### src/rtl/updown_mod_counter_if.sv
// Bundles the control inputs and status outputs of updown_mod_counter.
// The master drives the controls and the slave (the counter) returns the status.
interface updown_mod_counter_if #(
  parameter int unsigned WIDTH  = 8,
  parameter int unsigned STEP_W = 4
);
  logic              en;
  logic              up_down;
  logic [STEP_W-1:0] step;
  logic              load;
  logic [WIDTH-1:0]  load_val;
  logic              clr_flags;
  logic [WIDTH-1:0]  count;
  logic              wrap;
  logic              ovf_sticky;
  logic              at_max;
  logic              at_min;

  modport master (
    output en, up_down, step, load, load_val, clr_flags,
    input  count, wrap, ovf_sticky, at_max, at_min
  );

  modport slave (
    input  en, up_down, step, load, load_val, clr_flags,
    output count, wrap, ovf_sticky, at_max, at_min
  );
endinterface

### src/rtl/updown_mod_counter.sv
// Up/down counter over 0..MOD-1 with variable step, clamped parallel load,
// and either modulo wrap or saturation at the range bounds.
module updown_mod_counter #(
  parameter int unsigned WIDTH  = 8,
  parameter int unsigned MOD    = 200,
  parameter int unsigned STEP_W = 4,
  parameter int unsigned SAT    = 0
) (
  input logic                clk,
  input logic                reset,
  updown_mod_counter_if.slave bus
);

  localparam int unsigned AW = WIDTH + 1;
  localparam logic [AW-1:0]    ModW = AW'(MOD);
  localparam logic [WIDTH-1:0] MaxW = WIDTH'(MOD - 1);

  logic [WIDTH-1:0] count_d, count_q;
  logic             wrap_d, wrap_q;
  logic             ovf_d, ovf_q;

  // One extra bit so count+step and count+MOD never overflow.
  logic [AW-1:0]    cur_ext, step_ext, load_ext, sum_up;
  logic [WIDTH-1:0] up_wrapped, dn_plain, dn_wrapped;
  logic             up_over, dn_under, load_over;

  always_comb begin
    cur_ext    = {1'b0, count_q};
    step_ext   = AW'(bus.step);
    load_ext   = {1'b0, bus.load_val};
    sum_up     = cur_ext + step_ext;
    up_over    = (sum_up >= ModW);
    dn_under   = (cur_ext < step_ext);
    load_over  = (load_ext >= ModW);
    up_wrapped = WIDTH'(sum_up - ModW);
    dn_plain   = WIDTH'(cur_ext - step_ext);
    dn_wrapped = WIDTH'(cur_ext + ModW - step_ext);
  end

  always_comb begin
    count_d = count_q;
    wrap_d  = 1'b0;
    if (bus.load) begin
      count_d = load_over ? MaxW : bus.load_val;
    end else if (bus.en) begin
      if (bus.up_down) begin
        if (up_over) begin
          wrap_d  = 1'b1;
          count_d = (SAT != 0) ? MaxW : up_wrapped;
        end else begin
          count_d = sum_up[WIDTH-1:0];
        end
      end else begin
        if (dn_under) begin
          wrap_d  = 1'b1;
          count_d = (SAT != 0) ? '0 : dn_wrapped;
        end else begin
          count_d = dn_plain;
        end
      end
    end
    // A new wrap beats a simultaneous clear.
    ovf_d = wrap_d | (ovf_q & ~bus.clr_flags);
  end

  always_ff @(posedge clk) begin
    if (reset) begin
      count_q <= '0;
      wrap_q  <= 1'b0;
      ovf_q   <= 1'b0;
    end else begin
      count_q <= count_d;
      wrap_q  <= wrap_d;
      ovf_q   <= ovf_d;
    end
  end

  always_comb begin
    bus.count      = count_q;
    bus.wrap       = wrap_q;
    bus.ovf_sticky = ovf_q;
    bus.at_max     = (count_q == MaxW);
    bus.at_min     = (count_q == '0);
  end

  count_in_range_a: assert property (@(posedge clk) disable iff (reset) count_q <= MaxW);

endmodule

### src/flat_wrapper.sv
// flat-port wrapper written by rule: the top's interface ports become plain ports
module updown_mod_counter_flat 
#(
  parameter int unsigned WIDTH  = 8,
  parameter int unsigned MOD    = 200,
  parameter int unsigned STEP_W = 4,
  parameter int unsigned SAT    = 0
)
  (clk, reset, bus_en, bus_up_down, bus_step, bus_load, bus_load_val, bus_clr_flags, bus_count, bus_wrap, bus_ovf_sticky, bus_at_max, bus_at_min);
  updown_mod_counter_if #(.WIDTH(WIDTH), .STEP_W(STEP_W)) bus_i ();
  input logic clk;
  input logic reset;
  input wire logic [$bits(bus_i.en)-1:0] bus_en;
  input wire logic [$bits(bus_i.up_down)-1:0] bus_up_down;
  input wire logic [$bits(bus_i.step)-1:0] bus_step;
  input wire logic [$bits(bus_i.load)-1:0] bus_load;
  input wire logic [$bits(bus_i.load_val)-1:0] bus_load_val;
  input wire logic [$bits(bus_i.clr_flags)-1:0] bus_clr_flags;
  output wire logic [$bits(bus_i.count)-1:0] bus_count;
  output wire logic [$bits(bus_i.wrap)-1:0] bus_wrap;
  output wire logic [$bits(bus_i.ovf_sticky)-1:0] bus_ovf_sticky;
  output wire logic [$bits(bus_i.at_max)-1:0] bus_at_max;
  output wire logic [$bits(bus_i.at_min)-1:0] bus_at_min;
  assign bus_i.en = bus_en;
  assign bus_i.up_down = bus_up_down;
  assign bus_i.step = bus_step;
  assign bus_i.load = bus_load;
  assign bus_i.load_val = bus_load_val;
  assign bus_i.clr_flags = bus_clr_flags;
  assign bus_count = bus_i.count;
  assign bus_wrap = bus_i.wrap;
  assign bus_ovf_sticky = bus_i.ovf_sticky;
  assign bus_at_max = bus_i.at_max;
  assign bus_at_min = bus_i.at_min;
  updown_mod_counter #(.WIDTH(WIDTH), .MOD(MOD), .STEP_W(STEP_W), .SAT(SAT)) u_core (.clk(clk), .reset(reset), .bus(bus_i));
endmodule
### config.mk
export PLATFORM = sky130hd
export DESIGN_NAME = updown_mod_counter_flat
export DESIGN_NICKNAME = d
export VERILOG_FILES = /design/src/rtl/updown_mod_counter_if.sv /design/src/rtl/updown_mod_counter.sv /design/src/flat_wrapper.sv
export SDC_FILE = /design/constraint.sdc
export NUM_CORES = 1
export LEC_CHECK = 0
export ABC_AREA = 1
export CAP_MARGIN = 15
export CELL_PAD_IN_SITES_DETAIL_PLACEMENT = 1
export CELL_PAD_IN_SITES_GLOBAL_PLACEMENT = 1
export CORE_AREA = 2 2 63 65
export DETAILED_ROUTE_END_ITERATION = 10
export DIE_AREA = 0 0 65 67
export DONT_BUFFER_PORTS = 1
export GPL_TIMING_DRIVEN = 1
export PLACE_DENSITY_LB_ADDON = 0.1
export SYNTH_ARGS = -nofsm -noshare
export SYNTH_HDL_FRONTEND = slang
export SYNTH_SLANG_ARGS = --single-unit
export TNS_END_PERCENT = 50
### constraint.sdc
create_clock -name clk -period 3.6 [get_ports clk]
set_clock_uncertainty 0.1 [all_clocks]
set_input_delay 0.72 -clock clk [delete_from_list [all_inputs] [get_ports clk]]
set_output_delay 0.72 -clock clk [all_outputs]
set_load 0.01 [all_outputs]
==> Word level (Yosys, flattened, before mapping) <==
Cells that the tools add are included.
{ "classes": {"eq_ne": 1, "bitwise": 3, "n_mux": 11, "order_cmp": 3, "addsub": 5, "reduce_logical": 2} }
{ "ops": {"columns": ["op", "count"], "rows": [
  ["$mux W8", 6],
  ["$sub A8 B4 Y8", 2],
  ["$add A8 B4 Y9", 1],
  ["$ge A9 B8 Y1 const B", 1],
  ["$add A8 B8 Y8 const B", 1],
  ["$eq A8 B8 Y1 const B", 1],
  ["$ge A8 B8 Y1 const B", 1],
  ["$logic_not A8 Y1", 1],
  ["$lt A8 B4 Y1", 1],
  ["$sub A8 B8 Y8 const B", 1],
  ["$mux W1", 5],
  ["$reduce_bool A2 Y1", 1],
  ["$and A1 B1 Y1", 1],
  ["$not A1 Y1", 1],
  ["$or A1 B1 Y1", 1]
]} }
{ "word_totals": {"inputBits": 18, "ff_bits": 10, "output_inout_bits": 12} }

==> Logic depth before layout (Yosys ltp) <==
{ "logic_depth": {"word_depth": 7, "mapped_depth": 19, "mapped_depth_nobuf": 19} }

==> Worst setup path after synthesis <==
OpenSTA, ideal clock, no wires.
{ "synth_timing": {"path_kind": "input-to-reg", "start": "input bus_step[1]", "end": "register u_core.count_q[7], in the netlist u_core.bus.count[7]", "setup_ns": 0.070, "slack_ns": 0.971, "cell_stages": 15, "arrival_time_ns": 2.460, "cell_sequence": "inv_1 -> ha_1 -> ha_1 -> fa_1 -> nand2_1 -> nand2_1 -> nand2_1 -> nand2_1 -> nand2_1 -> nand2_1 -> a21oi_1 -> nand2_1 -> a21oi_1 -> o21ai_0 -> a21oi_1"} }
{ "synth_via": {"elab_chain_len": 6, "elab_cells_between_ends": 11, "cone_classes": "add/sub: 4; order compare: 2; mux: 5"} }
{ "synth_lines": {"columns": ["item", "line_no", "source"], "rows": [
  ["start, declared", "flat_wrapper.sv:15", "input wire logic [$bits(bus_i.step)-1:0] bus_step;"],
  ["$add A8 B4 Y9", "updown_mod_counter.sv:31", "sum_up = cur_ext + step_ext;"],
  ["$sub A8 B8 Y8 or $ge A9 B8 Y1 (tied branches)", "updown_mod_counter.sv:35, updown_mod_counter.sv:32", null],
  ["$mux W8", "updown_mod_counter.sv:47", "if (up_over) begin"],
  ["$mux W8 *", "updown_mod_counter.sv:46", "if (bus.up_down) begin"],
  ["$mux W8 *", "updown_mod_counter.sv:45", "end else if (bus.en) begin"],
  ["$mux W8 *", "updown_mod_counter.sv:43", "if (bus.load) begin"],
  ["end signal, assigned", "updown_mod_counter.sv:72", "count_q <= count_d;"],
  ["end, declared", "updown_mod_counter.sv:18", "logic [WIDTH-1:0] count_d, count_q;"]
]} }
Mark *: on every way between the ends. The rest lies on a longest branch, timed or not. The select of a mux whose other input is x is not followed.
A chain may end at the register's enable or synchronous reset.

==> Worst setup path after layout <==
{ "layout_timing": {"start": "register u_core.count_q[0], in the netlist u_core.bus.count[0]", "end": "register u_core.ovf_q, in the netlist u_core.bus.ovf_sticky"} }
{ "layout_via": {"elab_chain_len": 7, "elab_cells_between_ends": 9, "cone_classes": "add/sub: 1; order compare: 2; mux: 5; bitwise: 1"} }
{ "layout_lines": {"columns": ["item", "line_no", "source"], "rows": [
  ["$add A8 B4 Y9", "updown_mod_counter.sv:31", null],
  ["$ge A9 B8 Y1", "updown_mod_counter.sv:32", "up_over = (sum_up >= ModW);"],
  ["$mux W1", "updown_mod_counter.sv:47", null],
  ["$mux W1 *", "updown_mod_counter.sv:46", null],
  ["$mux W1 *", "updown_mod_counter.sv:45", null],
  ["$mux W1 *", "updown_mod_counter.sv:43", null],
  ["$or A1 B1 Y1 *", "updown_mod_counter.sv:63", "ovf_d = wrap_d | (ovf_q & ~bus.clr_flags);"],
  ["end signal, assigned", "updown_mod_counter.sv:74", "ovf_q <= ovf_d;"],
  ["end, declared", "updown_mod_counter.sv:20", "logic ovf_d, ovf_q;"]
]} }
Mark *: on every way between the ends. The rest lies on a longest branch, timed or not.

==> results.md <==
* Crit end category: flop
* Cell Area, Placed at roughly 1600 um^2
* Compound-Gate Fraction of Synth Area at 0.1270
* Reg clk slew, reported paths at around 0.050 ns
* H-tree depth at 1
* Total negative slack at 0 ns
* DIE AREA at 4355 um^2
* Clk buf depth at 2
* Number of antenna violations at the first check in global routing at 0
* Min Tclk post-route at 2.658 ns
* Number of global-route vias before repair at 1655
* Syn Std Cell Area at 1587 um^2
* Core box area at between 3000 and 4000 um^2
* Via Count at 1592
* Simple-Gate Fraction of Synth Area at 0.4038
* Post-synth ARST share at 0
* Number of synthesized flops with an enable pin at 0
* Synthesized area per cell at 6.372 um^2
* Die X at 65 um
* RSZ-0062 raised after global routing: no
* Post-CTS sizing at 0
* Max Cap Viol at 0
* First-pass GRT wire length at 7893 um
* Crit Path Max Fanout at 5
* Initial core utilization at 0.4400
* Synth cell types at 33
* I/O pins at 30
* Antenna Nets Post-Route at 0
* Drt first-iter violations at slightly below 60
* #FFs+latches synth at 10
* Final hold violations at 0
* Launch point of the worst path: u_core.bus.count[0]
* Most frequent cell on the critical path: nand2_1
* Startpoint types: flop
* Vias per cell at 5.342
* Run status: completed
* DRC viols at 0
* WS Path Type: flop to flop
* Routed length per instance at roughly 15 um
* Critical-path cell list: ha_1, inv_1, fa_1, inv_1, nand2_1, nand2_2, nand2_1, nand2_2, ha_1, nand3_2, nand2_4, nand3_1, o21ai_1, nor3_2, nand2_1, nand2_1
* Register area share after synthesis at 0.1262
* CP delay by family, top: simple AND/OR/NAND/NOR gates
* Total gr overflow at 0
* Min Hold Slack at between 0.4 and 0.5 ns
* Overall routing resource usage at 0.2340
* Max rail drop VDD at 0.2909 mV
* Clock latency on the worst-skew pair at about 0.24 ns
* # rows at 22
* Post-CTS Hold Buffers at 0
* Cells after Synth at roughly 250
* Clock Tree Root: clkbuf_8
* Relative slew slack at 0.6264
* Final wirelength at 4523 um
* Cell area after layout at 1692 um^2
* Area grow syn2layout at 6.624%
* Main combinational cell family by area after synthesis: simple AND/OR/NAND/NOR gates
* Final worst-path cycle share at 0.7383
* CP max stage delay at roughly 0.47 ns
* Hold_sp: u_core.bus.ovf_sticky
* Max Freq at 0.3762 GHz
* Commonest non-fill, non-tap cell in the layout: nand2_1
* Xor/xnor share of the synthesized area at 0.02208
* Power Dens Cells at ~340 nW/um^2
* DRT Pass-1 Iters at 2
* Type of the most critical hold path: flop to flop
* Critical path's slowest cell: dfxtp_1
* Worst EP arrival at 2.70 ns
* Setup violators final at 0
* Post-CTS Repair Setup Buffers at 0
* Port bufs at 0
* Critical R2R Launch: u_core.bus.count[0]
* Ys flop type: dfxtp_1
* CP Data Required Time at 3.64 ns
* Slew Limit Fails at 0
* Worst-Margin Slew at 0.5553 ns
* Post-DP HPWL at 3742 um
* CTS buffer count at 3
* CTS tree: done
* Synth Warn # at 0
* Most frequent cells in the layout: nand2_1, inv_1, nand3_1
* Static leakage at 0.8704 nW
* Largest net degree at the start of global routing at 11
* CP Buf/Inv Count at 2
* Post-Synth Adder-Cell Area at 0.2129
* Vert. Die Dim at 67 um
* Mux share of post-synthesis cell area at 0
* Syn nets at 291
* Clk sinks at 10
* # nets final at 293
* N_diodes at 0
* RePlAce Congestion at roughly 0.84
* Fraction of layout cells with a size suffix above 1 at 0.1120
## through the flow
stage	setup WS, ns	std cells	power [mW]	utilization
CTS	0.9487	298	0.5728	0.4691
detailed placement	0.7084	294	0.4283	0.4539
finish	0.9421	298	0.5686	0.4691
global route	0.6796	298	0.6258	0.4691
floorplan	0.9706	249	0.3630	-
global placement	0.7136	294	0.4253	0.4539
## worst paths after layout
check,endpoint,slack [ns],cells after the start
setup / recovery,u_core.bus.ovf_sticky,0.94,16
hold / removal,u_core.bus.ovf_sticky,0.42,2
setup reg to reg,u_core.bus.ovf_sticky,0.94,16
hold reg to reg,u_core.bus.ovf_sticky,0.42,2
## sequential cells by signal (all words and copies together) (netlist names)
name and cells:
u_core.bus.wrap 1, u_core.bus.count 8, u_core.bus.ovf_sticky 1
## where the power goes
| group | switching, mW | internal [mW] |
|---|---|---|
| registers | 0.0232 | 0.120 |
| clock network | 0.0480 | 0.0965 |
| logic | 0.178 | 0.103 |
| total | 0.249 | 0.320 |
## layout make-up
type                            instances  area [um^2]
Tap cell                               48        60.06
Timing Repair Buffer                    1        7.507
Inverter                               41        153.9
Sequential cell                        10        200.2
Fill cell                             505         1914
Multi-Input combinational cell        194         1215
Clock buffer                            4        55.05
## synthesized netlist by cell type (2+ instances only)
master    number  area share
a31oi_1        3       0.012
nand3b_1       2      0.0095
fa_1           5       0.063
clkbuf_1       2      0.0047
xor2_1         3       0.017
o211ai_1       2      0.0095
nand3_1       32        0.10
nor2_1        12       0.028
inv_2          3      0.0071
nand3_2        2       0.013
nand4_1        4       0.016
a21oi_1       12       0.038
nor2_2         2      0.0079
nand2_1       61        0.14
dfxtp_1       10        0.13
nor4_1         2      0.0079
nand2_2        5       0.020
inv_1         38       0.090
or2_2          3       0.012
o21ai_1        2      0.0063
ha_1          19        0.15
o31ai_1        2      0.0095
o21ai_0       10       0.032
nand2_4        4       0.028
## worst reg2reg max path: cells and delay by family (launching register included)
| family | cells | cell delay, ns |
|---|---|---|
| AOI/OAI and AO/OA | 1 | 0.15 |
| adders and majority gates | 3 | 0.84 |
| buffers and inverters | 2 | 0.14 |
| DFF | 1 | 0.47 |
| and+or+nand+nor | 10 | 0.85 |
## layer usage
layer / wire, um / vias to the layer above / GRT usage / share of wire
met5: 0 / - / 0 / 0
met1: 2203 / 748 / 0.3105 / 0.49
met3: 174 / 2 / 0.05068 / 0.038
li1: - / 810 / - / -
met4: 42 / 0 / 0.03191 / 0.0093
met2: 2103 / 32 / 0.3969 / 0.46
## cells by family after synthesis
logic type / count (synthesis)
xor+xnor: 4
buf+inv: 45
fa+ha+maj: 24
compound gates: 34
flops: 10
simple gates: 132
Power figures use the tool's default switching activity.
